<file path="src/rtl/cacheline_adaptor_if.sv">
// Bus bundle between the last-level cache, the cache-line adaptor and main memory.
// The slave view belongs to the adaptor; the master view is the surrounding
// environment, which drives the cache requests and the memory beats.
interface cacheline_adaptor_if #(
  parameter int LINE_WIDTH  = 256,
  parameter int BURST_WIDTH = 64,
  parameter int ADDR_WIDTH  = 32
);
  // cache side
  logic [LINE_WIDTH-1:0]  line_i;
  logic [LINE_WIDTH-1:0]  line_o;
  logic [ADDR_WIDTH-1:0]  address_i;
  logic                   read_i;
  logic                   write_i;
  logic                   resp_o;
  // memory side
  logic [BURST_WIDTH-1:0] burst_i;
  logic [BURST_WIDTH-1:0] burst_o;
  logic [ADDR_WIDTH-1:0]  address_o;
  logic                   read_o;
  logic                   write_o;
  logic                   resp_i;

  modport slave (
    input  line_i, address_i, read_i, write_i, burst_i, resp_i,
    output line_o, resp_o, burst_o, address_o, read_o, write_o
  );

  modport master (
    output line_i, address_i, read_i, write_i, burst_i, resp_i,
    input  line_o, resp_o, burst_o, address_o, read_o, write_o
  );
endinterface

</file>
<file path="src/rtl/cacheline_adaptor.sv">
// Converts one cache-line read or write into a single multi-beat memory burst.
// The line is held in an internal buffer: read beats are assembled into it
// (beat 0 in the lowest-order bits) and write beats are sliced out of it.
// Completion is reported to the cache with a one-cycle resp_o pulse.
module cacheline_adaptor #(
  parameter int LINE_WIDTH  = 256,
  parameter int BURST_WIDTH = 64,
  parameter int ADDR_WIDTH  = 32
) (
  input  logic                 clk,
  input  logic                 rst,   // synchronous, active low
  cacheline_adaptor_if.slave   bus
);

  localparam int BURSTS      = LINE_WIDTH / BURST_WIDTH;
  localparam int CNT_W       = $clog2(BURSTS);
  localparam int OFFSET_BITS = $clog2(LINE_WIDTH / 8);

  // Clears the byte offset inside a line so memory always sees aligned addresses.
  localparam logic [ADDR_WIDTH-1:0] ADDR_MASK =
    {{(ADDR_WIDTH - OFFSET_BITS){1'b1}}, {OFFSET_BITS{1'b0}}};
  localparam logic [CNT_W-1:0] LAST_BEAT = CNT_W'(BURSTS - 1);

  typedef enum logic [1:0] {
    IDLE  = 2'd0,
    READ  = 2'd1,
    WRITE = 2'd2,
    DONE  = 2'd3
  } state_t;

  state_t                 state_r;
  logic [CNT_W-1:0]       cnt_r;
  logic [LINE_WIDTH-1:0]  buffer_r;
  logic [ADDR_WIDTH-1:0]  address_r;
  logic                   read_r;
  logic                   write_r;
  logic                   resp_r;
  logic [BURST_WIDTH-1:0] burst_s;

  // Request acceptance, beat sequencing and the registered handshake outputs.
  always_ff @(posedge clk) begin
    if (!rst) begin
      state_r   <= IDLE;
      cnt_r     <= '0;
      buffer_r  <= '0;
      address_r <= '0;
      read_r    <= 1'b0;
      write_r   <= 1'b0;
      resp_r    <= 1'b0;
    end else begin
      case (state_r)
        IDLE: begin
          resp_r <= 1'b0;
          // A read wins over a simultaneous write; the write is dropped.
          if (bus.read_i) begin
            address_r <= bus.address_i & ADDR_MASK;
            cnt_r     <= '0;
            read_r    <= 1'b1;
            write_r   <= 1'b0;
            state_r   <= READ;
          end else if (bus.write_i) begin
            address_r <= bus.address_i & ADDR_MASK;
            buffer_r  <= bus.line_i;
            cnt_r     <= '0;
            read_r    <= 1'b0;
            write_r   <= 1'b1;
            state_r   <= WRITE;
          end else begin
            read_r    <= 1'b0;
            write_r   <= 1'b0;
            state_r   <= IDLE;
          end
        end
        READ: begin
          if (bus.resp_i) begin
            buffer_r[int'(cnt_r) * BURST_WIDTH +: BURST_WIDTH] <= bus.burst_i;
            cnt_r <= cnt_r + CNT_W'(1);
            if (cnt_r == LAST_BEAT) begin
              read_r  <= 1'b0;
              resp_r  <= 1'b1;
              state_r <= DONE;
            end else begin
              state_r <= READ;
            end
          end else begin
            state_r <= READ;
          end
        end
        WRITE: begin
          if (bus.resp_i) begin
            cnt_r <= cnt_r + CNT_W'(1);
            if (cnt_r == LAST_BEAT) begin
              write_r <= 1'b0;
              resp_r  <= 1'b1;
              state_r <= DONE;
            end else begin
              state_r <= WRITE;
            end
          end else begin
            state_r <= WRITE;
          end
        end
        DONE: begin
          // Completion pulse lasts exactly one cycle; memory strobes are ignored.
          resp_r  <= 1'b0;
          state_r <= IDLE;
        end
        default: begin
          state_r <= IDLE;
          cnt_r   <= '0;
          read_r  <= 1'b0;
          write_r <= 1'b0;
          resp_r  <= 1'b0;
        end
      endcase
    end
  end

  // Current write beat taken straight from the buffer; quiet outside a write burst.
  always_comb begin
    burst_s = '0;
    if (write_r) begin
      burst_s = buffer_r[int'(cnt_r) * BURST_WIDTH +: BURST_WIDTH];
    end else begin
      burst_s = '0;
    end
  end

  assign bus.line_o    = buffer_r;
  assign bus.address_o = address_r;
  assign bus.read_o    = read_r;
  assign bus.write_o   = write_r;
  assign bus.resp_o    = resp_r;
  assign bus.burst_o   = burst_s;

endmodule

</file>
<file path="src/flat_wrapper.sv">
// flat-port wrapper written by rule: the top's interface ports become plain ports
module cacheline_adaptor_flat 
#(
  parameter int LINE_WIDTH  = 256,
  parameter int BURST_WIDTH = 64,
  parameter int ADDR_WIDTH  = 32
)
  (clk, rst, bus_line_i, bus_address_i, bus_read_i, bus_write_i, bus_burst_i, bus_resp_i, bus_line_o, bus_resp_o, bus_burst_o, bus_address_o, bus_read_o, bus_write_o);
  cacheline_adaptor_if #(.LINE_WIDTH(LINE_WIDTH), .BURST_WIDTH(BURST_WIDTH), .ADDR_WIDTH(ADDR_WIDTH)) bus_i ();
  input  logic clk;
  input  logic rst;
  input wire logic [$bits(bus_i.line_i)-1:0] bus_line_i;
  input wire logic [$bits(bus_i.address_i)-1:0] bus_address_i;
  input wire logic [$bits(bus_i.read_i)-1:0] bus_read_i;
  input wire logic [$bits(bus_i.write_i)-1:0] bus_write_i;
  input wire logic [$bits(bus_i.burst_i)-1:0] bus_burst_i;
  input wire logic [$bits(bus_i.resp_i)-1:0] bus_resp_i;
  output wire logic [$bits(bus_i.line_o)-1:0] bus_line_o;
  output wire logic [$bits(bus_i.resp_o)-1:0] bus_resp_o;
  output wire logic [$bits(bus_i.burst_o)-1:0] bus_burst_o;
  output wire logic [$bits(bus_i.address_o)-1:0] bus_address_o;
  output wire logic [$bits(bus_i.read_o)-1:0] bus_read_o;
  output wire logic [$bits(bus_i.write_o)-1:0] bus_write_o;
  assign bus_i.line_i = bus_line_i;
  assign bus_i.address_i = bus_address_i;
  assign bus_i.read_i = bus_read_i;
  assign bus_i.write_i = bus_write_i;
  assign bus_i.burst_i = bus_burst_i;
  assign bus_i.resp_i = bus_resp_i;
  assign bus_line_o = bus_i.line_o;
  assign bus_resp_o = bus_i.resp_o;
  assign bus_burst_o = bus_i.burst_o;
  assign bus_address_o = bus_i.address_o;
  assign bus_read_o = bus_i.read_o;
  assign bus_write_o = bus_i.write_o;
  cacheline_adaptor #(.LINE_WIDTH(LINE_WIDTH), .BURST_WIDTH(BURST_WIDTH), .ADDR_WIDTH(ADDR_WIDTH)) u_core (.clk(clk), .rst(rst), .bus(bus_i));
endmodule
</file>
<file path="config.mk">
export PLATFORM = sky130hd
export DESIGN_NAME = cacheline_adaptor_flat
export DESIGN_NICKNAME = d
export VERILOG_FILES = /design/src/rtl/cacheline_adaptor_if.sv /design/src/rtl/cacheline_adaptor.sv /design/src/flat_wrapper.sv
export SDC_FILE = /design/constraint.sdc
export NUM_CORES = 1
export LEC_CHECK = 0
export ABC_CLOCK_PERIOD_IN_PS = 4200
export CORE_AREA = 2 2 281 283
export CTS_BUF_LIST = sky130_fd_sc_hd__clkbuf_8 sky130_fd_sc_hd__clkbuf_16
export DETAILED_ROUTE_END_ITERATION = 16
export DIE_AREA = 0 0 283 285
export PLACE_DENSITY = 0.47
export SLEW_MARGIN = 0
export SYNTH_ARGS = -nofsm -noshare
export SYNTH_HDL_FRONTEND = slang
export SYNTH_SLANG_ARGS = --single-unit
export TNS_END_PERCENT = 50
</file>
<file path="constraint.sdc">
create_clock -name clk -period 4.2 [get_ports clk]
set_input_delay 1.05 -clock clk [delete_from_list [all_inputs] [get_ports clk]]
set_output_delay 1.05 -clock clk [all_outputs]
set_load 0.01 [all_outputs]
</file>
* After elaboration in Yosys (flattened, before gate mapping)
Cells that the tools add are included.
** Storage, ports and cells
- Bits of input ports :: 357
- Flip-flop bits (word level) :: 295
- Output and inout port bits :: 355
** Operators by class
- Shift-type cells :: 3
- Reduce and logical (&&, ||, !) cells :: 13
- Multiplexer cells :: 29
- Equal/unequal tests :: 13
- Add/subtract/negate cells :: 2
** Operator list (count)
- $mux 256 :: 3
- $pmux 256 s2 :: 1
- $bwmux 256 :: 1
- $shift 64x33->256 const A :: 1
- $shiftx 256x9->64 :: 1
- $shiftx 64x33->256 :: 1
- $mux 32 :: 2
- $mux 64 :: 1
- $neg 8->33 :: 1
- $mux 2 :: 7
- $mux 1 :: 9
- $reduce_and 3->1 :: 3
- $ne 2x1->1 const B :: 4
- $ne 2x2->1 const B :: 4
- $pmux 2 s4 :: 1
- $reduce_bool 2->1 :: 4
- $eq 2x2->1 const B :: 3
- $pmux 1 s2 :: 3
- $pmux 2 s2 :: 1
- $reduce_and 2->1 :: 2
- $reduce_and 4->1 :: 1
- $reduce_or 2->1 :: 2
- $ne 3x3->1 const B :: 1
- $add 2x1->2 const B :: 1
- 2 further kinds :: 2

* Logic depth before layout (Yosys ltp)
Gate-level depths: netlist of run 1.
- Depth in word-level cells :: 5
- Depth in mapped cells :: 10

* Worst setup path before layout of run 1
No wires, ideal clock.
- Path type :: register to output
- Start point :: register u_core.cnt_r[0]
- End point :: output port bus_burst_o[14]
- Stages on the path, launching flop included :: 5
- Slack :: 1.544 ns
- Data required time :: 3.150 ns
- Data arrival time :: 1.606 ns
- Cells stage by stage :: dfxtp_1 > buf_2 > buf_4 > mux4_2 > and2_1
** On the way
- Longest elaborated chain between the ends :: 2
** Ends and longest elaborated chain
- start, declared :: line cacheline_adaptor.sv:32 : logic [CNT_W-1:0] cnt_r;
- start signal, assigned :: line cacheline_adaptor.sv:77 : cnt_r <= cnt_r + CNT_W'(1);
- start signal, assigned :: line cacheline_adaptor.sv:91 : cnt_r <= cnt_r + CNT_W'(1);
- $shiftx 256x9->64 :: line cacheline_adaptor.sv:123 : burst_s = buffer_r[int'(cnt_r) * BURST_WIDTH +: BURST_WIDTH];
- $mux 64 :: line cacheline_adaptor.sv:122 : if (write_r) begin
- end, declared :: line flat_wrapper.sv:20 : output wire logic [$bits(bus_i.burst_o)-1:0] bus_burst_o;
No other way between the ends.

* Worst setup path in the final report of run 1
- Start point :: register u_core.cnt_r[1]
- End point :: output port bus_burst_o[8]
The elaborated chain is that of the path after synthesis.

==> results by group, run 1 <==
Worst setup path
  – Crit-path max FO: 31
  – CP Capture Type: output port
  – Critical path type: reg2out
  – Cell Chain, Critical Path: buf_12 -> mux4_2 -> and2_1 -> clkdlybuf4s50_1
  – FF-to-FF path depth: 7
  – Worst R2R Start: u_core.state_r[1]$_SDFF_PN0_
  – Crit path required time: 3.15 ns
  – CP max stage delay: 0.79 ns
  – CP delay by family, top: buffers and inverters
  – Critical path data arrival time: 2.69 ns
  – Reg-to-Reg End: u_core.bus.line_o[132]$_SDFFE_PN0P_
  – FF-to-FF setup slack: 1.20 ns
  – Worst Path Buf+Inv: 2
  – Worst Setup Start Kind: flip-flop
  – CP max stage cell: dfxtp_4

Finish
  – Post-route cell area: 24,400 sq um
  – Ratio of cells with drive above 1 in the final layout: 0.0869
  – # nets final: 2,423
  – Syn-to-layout area delta: 61.6%
  – Fill cell count: 8,045
  – Fin cells: 3,141
  – Util after Layout: 0.313

Synthesis
  – Main synth FF type: dfxtp_1
  – Yosys warnings: 0
  – Most common cell in the netlist: dfxtp_1
  – Part of the Yosys area used for sequential elements: 0.384
  – Post-synth EDFFs: 0
  – Cell Area, Synth: 15,100 sq um
  – Synth Instances: 1,452
  – Share of synthesized flip-flops with an asynchronous set or reset: 0
  – Synth unique cells: 40
  – Commonest cells post-synth: dfxtp_1, o211a_1, inv_1
  – Post-Syn Area per Cell: 10.4 sq um
  – #FFs+latches synth: 290
  – Synth top area share: 0.384
  – Synth area leader: dfxtp_1
  – Top post-synthesis cells by area: dfxtp_1, o211a_1, mux4_2

Place
  – Dpl ws: 0.874 ns
  – DP Cell Count: 3,066
  – Gpl congestion: 0.829
  – DPL Wire Length: 53,700 um
  – DP Area: 23,200 sq um
  – Port bufs: 701

STA
  – Final setup vio count: 0
  – Clock Skew: 0.00982 ns
  – Minimum clock period: 3.74 ns
  – Setup TNS: 0 ns
  – Slew Limit Headroom: 0.381
  – Setup ws final: 0.461 ns
  – Fin. Hold Viols: 0
  – Final Max Slew Viols: 0
  – Max frequency: 267 MHz
  – Slew @ Worst Pin: 0.929 ns
  – Hold WS: 0.462 ns
  – Period utilization: 0.890
  – RSZ-0062 raised after global routing: no

Clock network
  – Postcts setup bufs: 0
  – CTS root buffer: clkbuf_16
  – Total CTS buffers: 38
  – TritonCTS clock tree: built
  – Sink Count: 290
  – CTS-repair resized insts: 0
  – Worst skew pair latency: 0.54 ns
  – Clk slew on worst S/H paths: 0.06 ns
  – H-tree Lvls: 2
  – Cts hold-fix bufs: 0
  – Clock Path Buffers: 3

GRT
  – Tot GR Track Use: 0.190
  – Number of global-route vias before repair: 15,900
  – First-pass GRT wire length: 115,000 um
  – Initial antenna violation count: 7
  – Total gr overflow: 0
  – Largest net degree at the start of global routing: 109

Floorplan
  – Starting Density: 0.194
  – Die ar.: 80,700 sq um
  – Chip width: 283 um
  – Die Y: 285 um
  – FP Rows: 103
  – Core area: 78,000 sq um
  – IO Count: 712

Worst hold path
  – Hold depth: 2
  – Worst min path class: reg2reg
  – Hold EP: u_core.bus.address_o[15]$_SDFFE_PN0P_
  – HP Start: u_core.bus.address_o[15]$_SDFFE_PN0P_

Detailed routing
  – Drt drc: 0
  – DRT Wirelength: 80,600 um
  – Final ANT Viol Nets: 0
  – Vias: 15,600
  – Starting DRT DRC Count: 1,042
  – First drt pass iteration count: 5
  – DR WL/cell: 25.7 um
  – Post-DR vias/cell: 4.96

Job
  – Max cap viols: 0

Power and ir drop
  – Total power: 9.40 mW
  – P per Cell Area: 385 nW/um^2
  – Worst VDD drop: 0.251 mV
  – P_leak: 11.5 nW

Outcome
  – Status: completed
[power breakdown]
part           total (mW)  switching (mW)  internal (mW)  leakage, nW
logic                2.76            1.30           1.46         8.41
registers            3.40           0.316           3.08         2.39
clock network        3.24            1.32           1.92        0.654
[area by class of cell]
type                       instances  area (sq um)  area share
antenna                            8          20.0    0.000820
clock buffer                      51          1160      0.0477
clock inverter                    16          67.6     0.00277
inverter                         134           508      0.0208
multi-input combinational        850          7990       0.327
sequential                       290          5810       0.238
tap                             1050          1310      0.0538
timing repair buffer             742          7530       0.309
[cells in the final DEF, fill, tap and decap left out, types with 3 or more instances in the layout]
cell type	n
conb_1	5
a32oi_1	64
inv_1	143
o221ai_1	64
nor2_1	3
ha_1	9
clkbuf_16	41
buf_12	16
and2_1	67
nand3_1	4
mux4_2	64
buf_4	25
nand2_1	123
a21boi_0	29
clkdlybuf4s50_1	700
diode_2	8
a221o_1	128
o211a_1	256
clkinv_2	6
dfxtp_1	287
clkbuf_8	10
o21ai_0	3
[layer usage]
layer / track usage / wire length [um]
met4: 0.0719 / 2560
met3: 0.0474 / 5970
met1: 0.222 / 31500
met5: 0 / 13
met2: 0.335 / 40500
[registers in the layout, indices dropped and copies added, names as in the netlist]
signal                cells
u_core.bus.resp_o         1
u_core.bus.address_o     27
u_core.bus.line_o       256
u_core.cnt_r              2
u_core.state_r            2
u_core.bus.write_o        1
u_core.bus.read_o         1
[logic make-up after synthesis]
logic type      after synthesis  synth area share
fa+ha+maj                    10           0.00828
simple gates                214            0.0685
flops                       290             0.384
buf+inv                     316            0.0914
compound gates              556             0.351
mux                          65            0.0961
other cells                   1          0.000248
[worst max path at each step]
stage	startpoint	to	slack (ns)	cells past startpoint
CTS	u_core.bus.write_o$_SDFFE_PN0P_	bus_burst_o[2]	0.28	3
finish	u_core.cnt_r[1]$_SDFFE_PN0P_	bus_burst_o[8]	0.46	4
floorplan	u_core.cnt_r[0]$_SDFFE_PN0P_	bus_burst_o[14]	1.54	4
global placement	u_core.bus.write_o$_SDFFE_PN0P_	bus_burst_o[0]	0.88	3
detailed placement	bus_read_i	u_core.bus.line_o[43]$_SDFFE_PN0P_	0.87	6
global route	u_core.bus.write_o$_SDFFE_PN0P_	bus_burst_o[0]	0.30	3
[tightest hold or removal path, delay by kind of cell, from the launching register on]
| family | cells | cell delay (ns) |
|---|---|---|
| AO/OA/AOI/OAI | 1 | 0.06 |
| flip-flops | 1 | 0.30 |
| AND/OR/NAND/NOR | 1 | 0.04 |
No activity file was read; power rests on OpenSTA's default activity.
==> inputs of run 2 (changes only) <==
--- a/config.mk
+++ b/config.mk
@@ -10,7 +10,6 @@
 export CTS_BUF_LIST = sky130_fd_sc_hd__clkbuf_8 sky130_fd_sc_hd__clkbuf_16
 export DETAILED_ROUTE_END_ITERATION = 16
 export DIE_AREA = 0 0 283 285
-export PLACE_DENSITY = 0.47
 export SLEW_MARGIN = 0
 export SYNTH_ARGS = -nofsm -noshare
 export SYNTH_HDL_FRONTEND = slang
==> run 2 against run 1 <==
  * Maximum frequency down 4.3%
  * Combinational power about the same
  * Routed wire length down 2.5%
  * Die area unchanged
  * Power up 1.5%
  * Clock skew up 0.0015 ns
  * Global-route usage down 0.65 points
  * Final area about the same
  * Critical endpoint is now bus_burst_o[33]
  * Largest cell class unchanged
==> results by group, run 2 (synthesized netlist as in run 1, its figures left out) <==
Clock network
  – Cts hold-fix bufs: 0 (unchanged)
  – H-tree Lvls: 2 (unchanged)
  – Total CTS buffers: 37 (was 38)
  – CTS-repair resized insts: 0 (unchanged)
  – TritonCTS clock tree: built (unchanged)
  – Clock Path Buffers: 3 (unchanged)
  – Postcts setup bufs: 0 (unchanged)
  – Clk slew on worst S/H paths: 0.05 ns (was 0.06 ns)
  – Sink Count: 290 (unchanged)
  – Worst skew pair latency: 0.55 ns (was 0.54 ns)
  – CTS root buffer: clkbuf_16 (unchanged)

STA
  – Period utilization: 0.930 (was 0.890)
  – Setup ws final: 0.293 ns (was 0.461 ns)
  – Final setup vio count: 0 (unchanged)
  – Fin. Hold Viols: 0 (unchanged)
  – RSZ-0062 raised after global routing: no (unchanged)
  – Slew @ Worst Pin: 1.08 ns (was 0.929 ns)
  – Minimum clock period: 3.91 ns (was 3.74 ns)
  – Setup TNS: 0 ns (unchanged)
  – Final Max Slew Viols: 0 (unchanged)
  – Max frequency: 256 MHz (was 267 MHz)
  – Clock Skew: 0.0113 ns (was 0.00982 ns)
  – Slew Limit Headroom: 0.282 (was 0.381)

Place
  – Port bufs: 701 (unchanged)
  – DP Area: 23,100 sq um (was 23,200 sq um)
  – DPL Wire Length: 52,900 um (was 53,700 um)
  – Dpl ws: 0.767 ns (was 0.874 ns)
  – Gpl congestion: 0.922 (was 0.829)

Power and ir drop
  – Gate power share: 0.291 (was 0.293)
  – Sequential power share: 0.355 (was 0.362)
  – Worst VDD drop: 0.261 mV (was 0.251 mV)
  – Power Internal: 6.61 mW (was 6.47 mW)
  – Switching Share: 0.307 (was 0.312)
  – Clk pwr share: 0.355 (was 0.345)
  – Net Switching: 2.93 mW (about the same)
  – P per Cell Area: 391 nW/um^2 (was 385 nW/um^2)
  – P_leak: 11.5 nW (about the same)

GRT
  – Total gr overflow: 0 (unchanged)
  – Largest net degree at the start of global routing: 102 (was 109)
  – Tot GR Track Use: 0.184 (was 0.190)
  – Number of global-route vias before repair: 16,300 (was 15,900)
  – First-pass GRT wire length: 112,000 um (was 115,000 um)
  – Initial antenna violation count: 6 (was 7)

Worst setup path
  – Worst Setup Start Kind: flip-flop (unchanged)
  – Cell Chain, Critical Path: buf_4 -> mux4_2 -> and2_1 -> clkdlybuf4s50_1 (was buf_12 -> mux4_2 -> and2_1 -> clkdlybuf4s50_1)
  – CP max stage cell: dfxtp_4 (unchanged)
  – Crit path required time: 3.15 ns (about the same)
  – CP max stage delay: 0.73 ns (was 0.79 ns)
  – Critical path data arrival time: 2.86 ns (was 2.69 ns)
  – CP Capture Type: output port (unchanged)
  – FF-to-FF setup slack: 0.71 ns (was 1.20 ns)
  – Crit-path max FO: 28 (was 31)
  – Critical path type: reg2out (unchanged)

Detailed routing
  – Vias: 15,900 (was 15,600)
  – Drt drc: 0 (unchanged)
  – Starting DRT DRC Count: 1,024 (was 1,042)
  – Final ANT Viol Nets: 0 (unchanged)
  – First drt pass iteration count: 6 (was 5)
  – Post-DR vias/cell: 5.08 (was 4.96)
  – DR WL/cell: 25.1 um (was 25.7 um)
  – DRT Wirelength: 78,600 um (was 80,600 um)

Floorplan
  – Core area: 78,000 sq um (unchanged)
  – Die Y: 285 um (unchanged)
  – FP Rows: 103 (unchanged)
  – Starting Density: 0.194 (unchanged)
  – Chip width: 283 um (unchanged)
  – IO Count: 712 (unchanged)
  – Die ar.: 80,700 sq um (unchanged)

Finish
  – Util after Layout: 0.313 (about the same)
  – Ratio of cells with drive above 1 in the final layout: 0.0879 (was 0.0869)
  – Syn-to-layout area delta: 61.7% (was 61.6%)
  – # nets final: 2,421 (was 2,423)
  – Commonest non-fill, non-tap cells in the layout: clkdlybuf4s50_1, dfxtp_1, o211a_1 (unchanged)
  – Most common cell after layout, fill and taps aside: clkdlybuf4s50_1 (unchanged)
  – Post-route cell area: 24,400 sq um (about the same)
  – Max reg flops: 256 (unchanged)

Job
  – Max cap viols: 0 (unchanged)

Worst hold path
  – Worst min path class: reg2reg (unchanged)

Outcome
  – Status: completed (unchanged)
[run 2: cell count changes in the layout (fill, tap and decap cells not counted), sizes merged]
cell / change
buf: -2
bufinv: +3
clkinv: -2
clkinvlp: +1
diode: -5
[run 2: metrics by stage]
stage	power, mW	hold WS (ns)	instances
floorplan	4.62	0.488	1456
global placement	6.16	0.453	3065
detailed placement	6.21	0.459	3065
CTS	9.64	0.467	3133
global route	9.92	0.493	3135
finish	9.54	0.464	3136
[run 2: final timing paths]
kind	start	to	depth (start not counted)
worst max-delay path	u_core.cnt_r[1]$_SDFFE_PN0P_	bus_burst_o[33]	4
worst min-delay path	u_core.bus.address_o[14]$_SDFFE_PN0P_	u_core.bus.address_o[14]$_SDFFE_PN0P_	2
worst max register to register	u_core.cnt_r[1]$_SDFFE_PN0P_	u_core.bus.line_o[213]$_SDFFE_PN0P_	7
worst min register to register	u_core.bus.address_o[14]$_SDFFE_PN0P_	u_core.bus.address_o[14]$_SDFFE_PN0P_	2
[run 2: critical path: cells and delay by family (launching register included)]
family                 cells  cell delay [ns]
buffers and inverters      2             0.97
flip-flops                 1             0.73
multiplexers               1             0.40
AND/OR/NAND/NOR            1             0.18
[run 2: cell type report]
| class | count | area (sq um) |
|---|---|---|
| Fill cell | 7953 | 53500 |
| Clock inverter | 18 | 171 |
| Sequential cell | 290 | 5810 |
| Clock buffer | 50 | 1130 |
| Multi-Input combinational cell | 850 | 7990 |
| Inverter | 134 | 508 |
| Antenna cell | 3 | 7.51 |
| Tap cell | 1050 | 1310 |
| Timing Repair Buffer | 741 | 7500 |
[run 2: power by group through the flow]
stage / combinational, mW / sequential [mW] / clock, mW
2_1_floorplan: 1.12 / 3.49 / 0
3_5_place_dp: 2.77 / 3.43 / 0
5_1_grt: 2.92 / 3.42 / 3.58
6_report: 2.77 / 3.38 / 3.38
4_1_cts: 2.79 / 3.38 / 3.48
3_3_place_gp: 2.75 / 3.41 / 0
[run 2: metal layers]
metal	track usage	routed length, um	vias up
li1	-	-	6857
met1	0.210	29800	7944
met2	0.321	38600	912
met3	0.0468	6470	217
met4	0.0855	3690	4
met5	0	30	-
==> inputs of run 3 (changes only) <==
--- a/config.mk
+++ b/config.mk
@@ -10,6 +10,7 @@
 export CTS_BUF_LIST = sky130_fd_sc_hd__clkbuf_8 sky130_fd_sc_hd__clkbuf_16
 export DETAILED_ROUTE_END_ITERATION = 16
 export DIE_AREA = 0 0 283 285
+export GPL_TIMING_DRIVEN = 0
 export SLEW_MARGIN = 0
 export SYNTH_ARGS = -nofsm -noshare
 export SYNTH_HDL_FRONTEND = slang
==> run 3 against run 2 <==
  * Worst hold slack lost 0.0045 ns
  * Highest routed layer unchanged
  * Sequential power grew 1%
  * Maximum frequency decreased by 2.2%
  * Utilization increased by 0.55 points
  * Largest power group is now the clock network
  * Final area increased by 1.8%
  * Clock skew increased by 0.0097 ns
  * Routed wire length rose by 18%
  * Critical path type unchanged
  * Clock-buffer cell count shrank 1
  * Power grew 4.5%
  * Register-to-register slack worse by 0.10 ns
  * Sequential cell count unchanged
==> results by group, run 3 (synthesized netlist as in run 1, its figures left out) <==
Clock network
  – Worst skew pair latency: 0.55 ns (about the same)
  – Total CTS buffers: 37 (unchanged)
  – TritonCTS clock tree: built (unchanged)
  – H-tree Lvls: 2 (unchanged)
  – Clk slew on worst S/H paths: 0.06 ns (was 0.05 ns)
  – CTS root buffer: clkbuf_16 (unchanged)
  – Clock Path Buffers: 3 (unchanged)
  – Cts hold-fix bufs: 0 (unchanged)
  – Sink Count: 290 (unchanged)

Worst hold path
  – Hold depth: 2 (unchanged)
  – Hold EP: u_core.bus.address_o[13]$_SDFFE_PN0P_ (was u_core.bus.address_o[14]$_SDFFE_PN0P_)
  – HP Start: u_core.bus.address_o[13]$_SDFFE_PN0P_ (was u_core.bus.address_o[14]$_SDFFE_PN0P_)
  – Worst min path class: reg2reg (unchanged)

STA
  – RSZ-0062 raised after global routing: no (unchanged)
  – Final Max Slew Viols: 0 (unchanged)
  – Setup ws final: 0.204 ns (was 0.293 ns)
  – Clock Skew: 0.0210 ns (was 0.0113 ns)
  – Fin. Hold Viols: 0 (unchanged)
  – Final setup vio count: 0 (unchanged)
  – Minimum clock period: 4.00 ns (was 3.91 ns)
  – Max frequency: 250 MHz (was 256 MHz)
  – Hold WS: 0.460 ns (was 0.464 ns)
  – Setup TNS: 0 ns (unchanged)
  – Period utilization: 0.951 (was 0.930)
  – Slew @ Worst Pin: 1.22 ns (was 1.08 ns)
  – Slew Limit Headroom: 0.184 (was 0.282)

Floorplan
  – Core area: 78,000 sq um (unchanged)
  – FP Rows: 103 (unchanged)
  – IO Count: 712 (unchanged)
  – Die ar.: 80,700 sq um (unchanged)
  – Die Y: 285 um (unchanged)
  – Starting Density: 0.194 (unchanged)
  – Chip width: 283 um (unchanged)

Place
  – DP Cell Count: 3,205 (was 3,065)
  – Port bufs: 699 (was 701)
  – Dpl ws: -0.405 ns (was 0.767 ns)
  – Gpl congestion: 0.884 (was 0.922)
  – DPL Wire Length: 70,700 um (was 52,900 um)
  – DP Area: 23,400 sq um (was 23,100 sq um)

Worst setup path
  – Critical path type: reg2out (unchanged)
  – FF-to-FF setup slack: 0.61 ns (was 0.71 ns)
  – FF-to-FF path depth: 9 (was 7)
  – Reg-to-Reg End: u_core.bus.line_o[130]$_SDFFE_PN0P_ (was u_core.bus.line_o[213]$_SDFFE_PN0P_)
  – Crit path required time: 3.15 ns (about the same)
  – Worst Setup Start Kind: flip-flop (unchanged)
  – CP Capture Type: output port (unchanged)
  – Crit-path max FO: 10 (was 28)
  – Worst R2R Start: u_core.cnt_r[1]$_SDFFE_PN0P_ (unchanged)
  – Critical path data arrival time: 2.95 ns (was 2.86 ns)

Finish
  – # nets final: 2,563 (was 2,421)
  – Commonest non-fill, non-tap cells in the layout: clkdlybuf4s50_1, dfxtp_1, o211a_1 (unchanged)
  – Ratio of cells with drive above 1 in the final layout: 0.107 (was 0.0879)
  – Util after Layout: 0.319 (was 0.313)
  – Fin cells: 3,278 (was 3,136)
  – Syn-to-layout area delta: 64.6% (was 61.7%)
  – Most common cell after layout, fill and taps aside: clkdlybuf4s50_1 (unchanged)
  – Post-route cell area: 24,900 sq um (was 24,400 sq um)
  – Max reg flops: 256 (unchanged)

GRT
  – Total gr overflow: 0 (unchanged)
  – Largest net degree at the start of global routing: 13 (was 102)
  – Number of global-route vias before repair: 16,400 (was 16,300)
  – First-pass GRT wire length: 128,000 um (was 112,000 um)
  – Initial antenna violation count: 4 (was 6)
  – Tot GR Track Use: 0.220 (was 0.184)

Detailed routing
  – Drt drc: 0 (unchanged)
  – DR WL/cell: 28.3 um (was 25.1 um)
  – Vias: 16,300 (was 15,900)
  – Post-DR vias/cell: 4.98 (was 5.08)
  – Starting DRT DRC Count: 1,022 (was 1,024)
  – DRT Wirelength: 92,700 um (was 78,600 um)
  – First drt pass iteration count: 5 (was 6)
  – Final ANT Viol Nets: 0 (unchanged)

Power and ir drop
  – P per Cell Area: 401 nW/um^2 (was 391 nW/um^2)
  – P_leak: 11.8 nW (was 11.5 nW)
  – Worst VDD drop: 0.224 mV (was 0.261 mV)
  – Total power: 9.97 mW (was 9.54 mW)

Job
  – Max cap viols: 0 (unchanged)

Outcome
  – Status: completed (unchanged)
[run 3: cell types whose count changed in the layout (fill, tap and decap cells not counted), sizes merged]
cell and change:
clkbuf +81, buf +61, bufinv +4, clkdlybuf4s50 -1, clkinv -1, clkinvlp -1, inv -1
[run 3: routing by layer]
layer,up-vias,GRT usage,part of all wire
li1,7150,-,-
met1,8193,0.273,0.42
met2,826,0.379,0.48
met3,160,0.0486,0.070
met4,6,0.0661,0.028
met5,-,0,0.00050
[run 3: area by class of cell]
class | instances | area, sq um
tap | 1050 | 1310
sequential | 290 | 5810
clock inverter | 19 | 269
fill | 8121 | 53100
inverter | 134 | 503
timing repair buffer | 702 | 7020
clock buffer | 49 | 1110
antenna | 3 | 7.51
multi-input combinational | 850 | 7930
buffer | 181 | 892
[run 3: critical path: stages, from the launching register on]
cell	delay, ns
dfxtp_1	0.49
buf_6	0.30
buf_4	0.31
mux4_2	0.59
and2_1	0.18
clkdlybuf4s50_1	0.51
[run 3: repair_timing]
action | in CTS | in global routing
buffers inserted | 3 | 0
setup endpoints to repair | 124 | 1
gates resized for setup | 9 | 1
hold endpoints to repair | 0 | 0
[run 3: worst max-delay path by stage]
stage                            startpoint                            endpoint  slack (ns)  cells after the start
3_3_place_gp   u_core.cnt_r[1]$_SDFFE_PN0P_  u_core.bus.line_o[28]$_SDFFE_PN0P_       -0.43                      9
6_report       u_core.cnt_r[0]$_SDFFE_PN0P_                     bus_burst_o[23]        0.20                      5
3_5_place_dp   u_core.cnt_r[1]$_SDFFE_PN0P_  u_core.bus.line_o[28]$_SDFFE_PN0P_       -0.40                      9
5_1_grt        u_core.cnt_r[1]$_SDFFE_PN0P_                     bus_burst_o[38]        0.06                      5
2_1_floorplan  u_core.cnt_r[0]$_SDFFE_PN0P_                     bus_burst_o[14]        1.54                      4
4_1_cts        u_core.cnt_r[0]$_SDFFE_PN0P_                     bus_burst_o[23]       0.004                      5
[run 3: report_power, final]
part           leakage, nW  internal (mW)  switching [mW]
clock                0.710           2.29            1.35
sequential            2.38           3.08           0.337
combinational         8.74           1.48            1.43
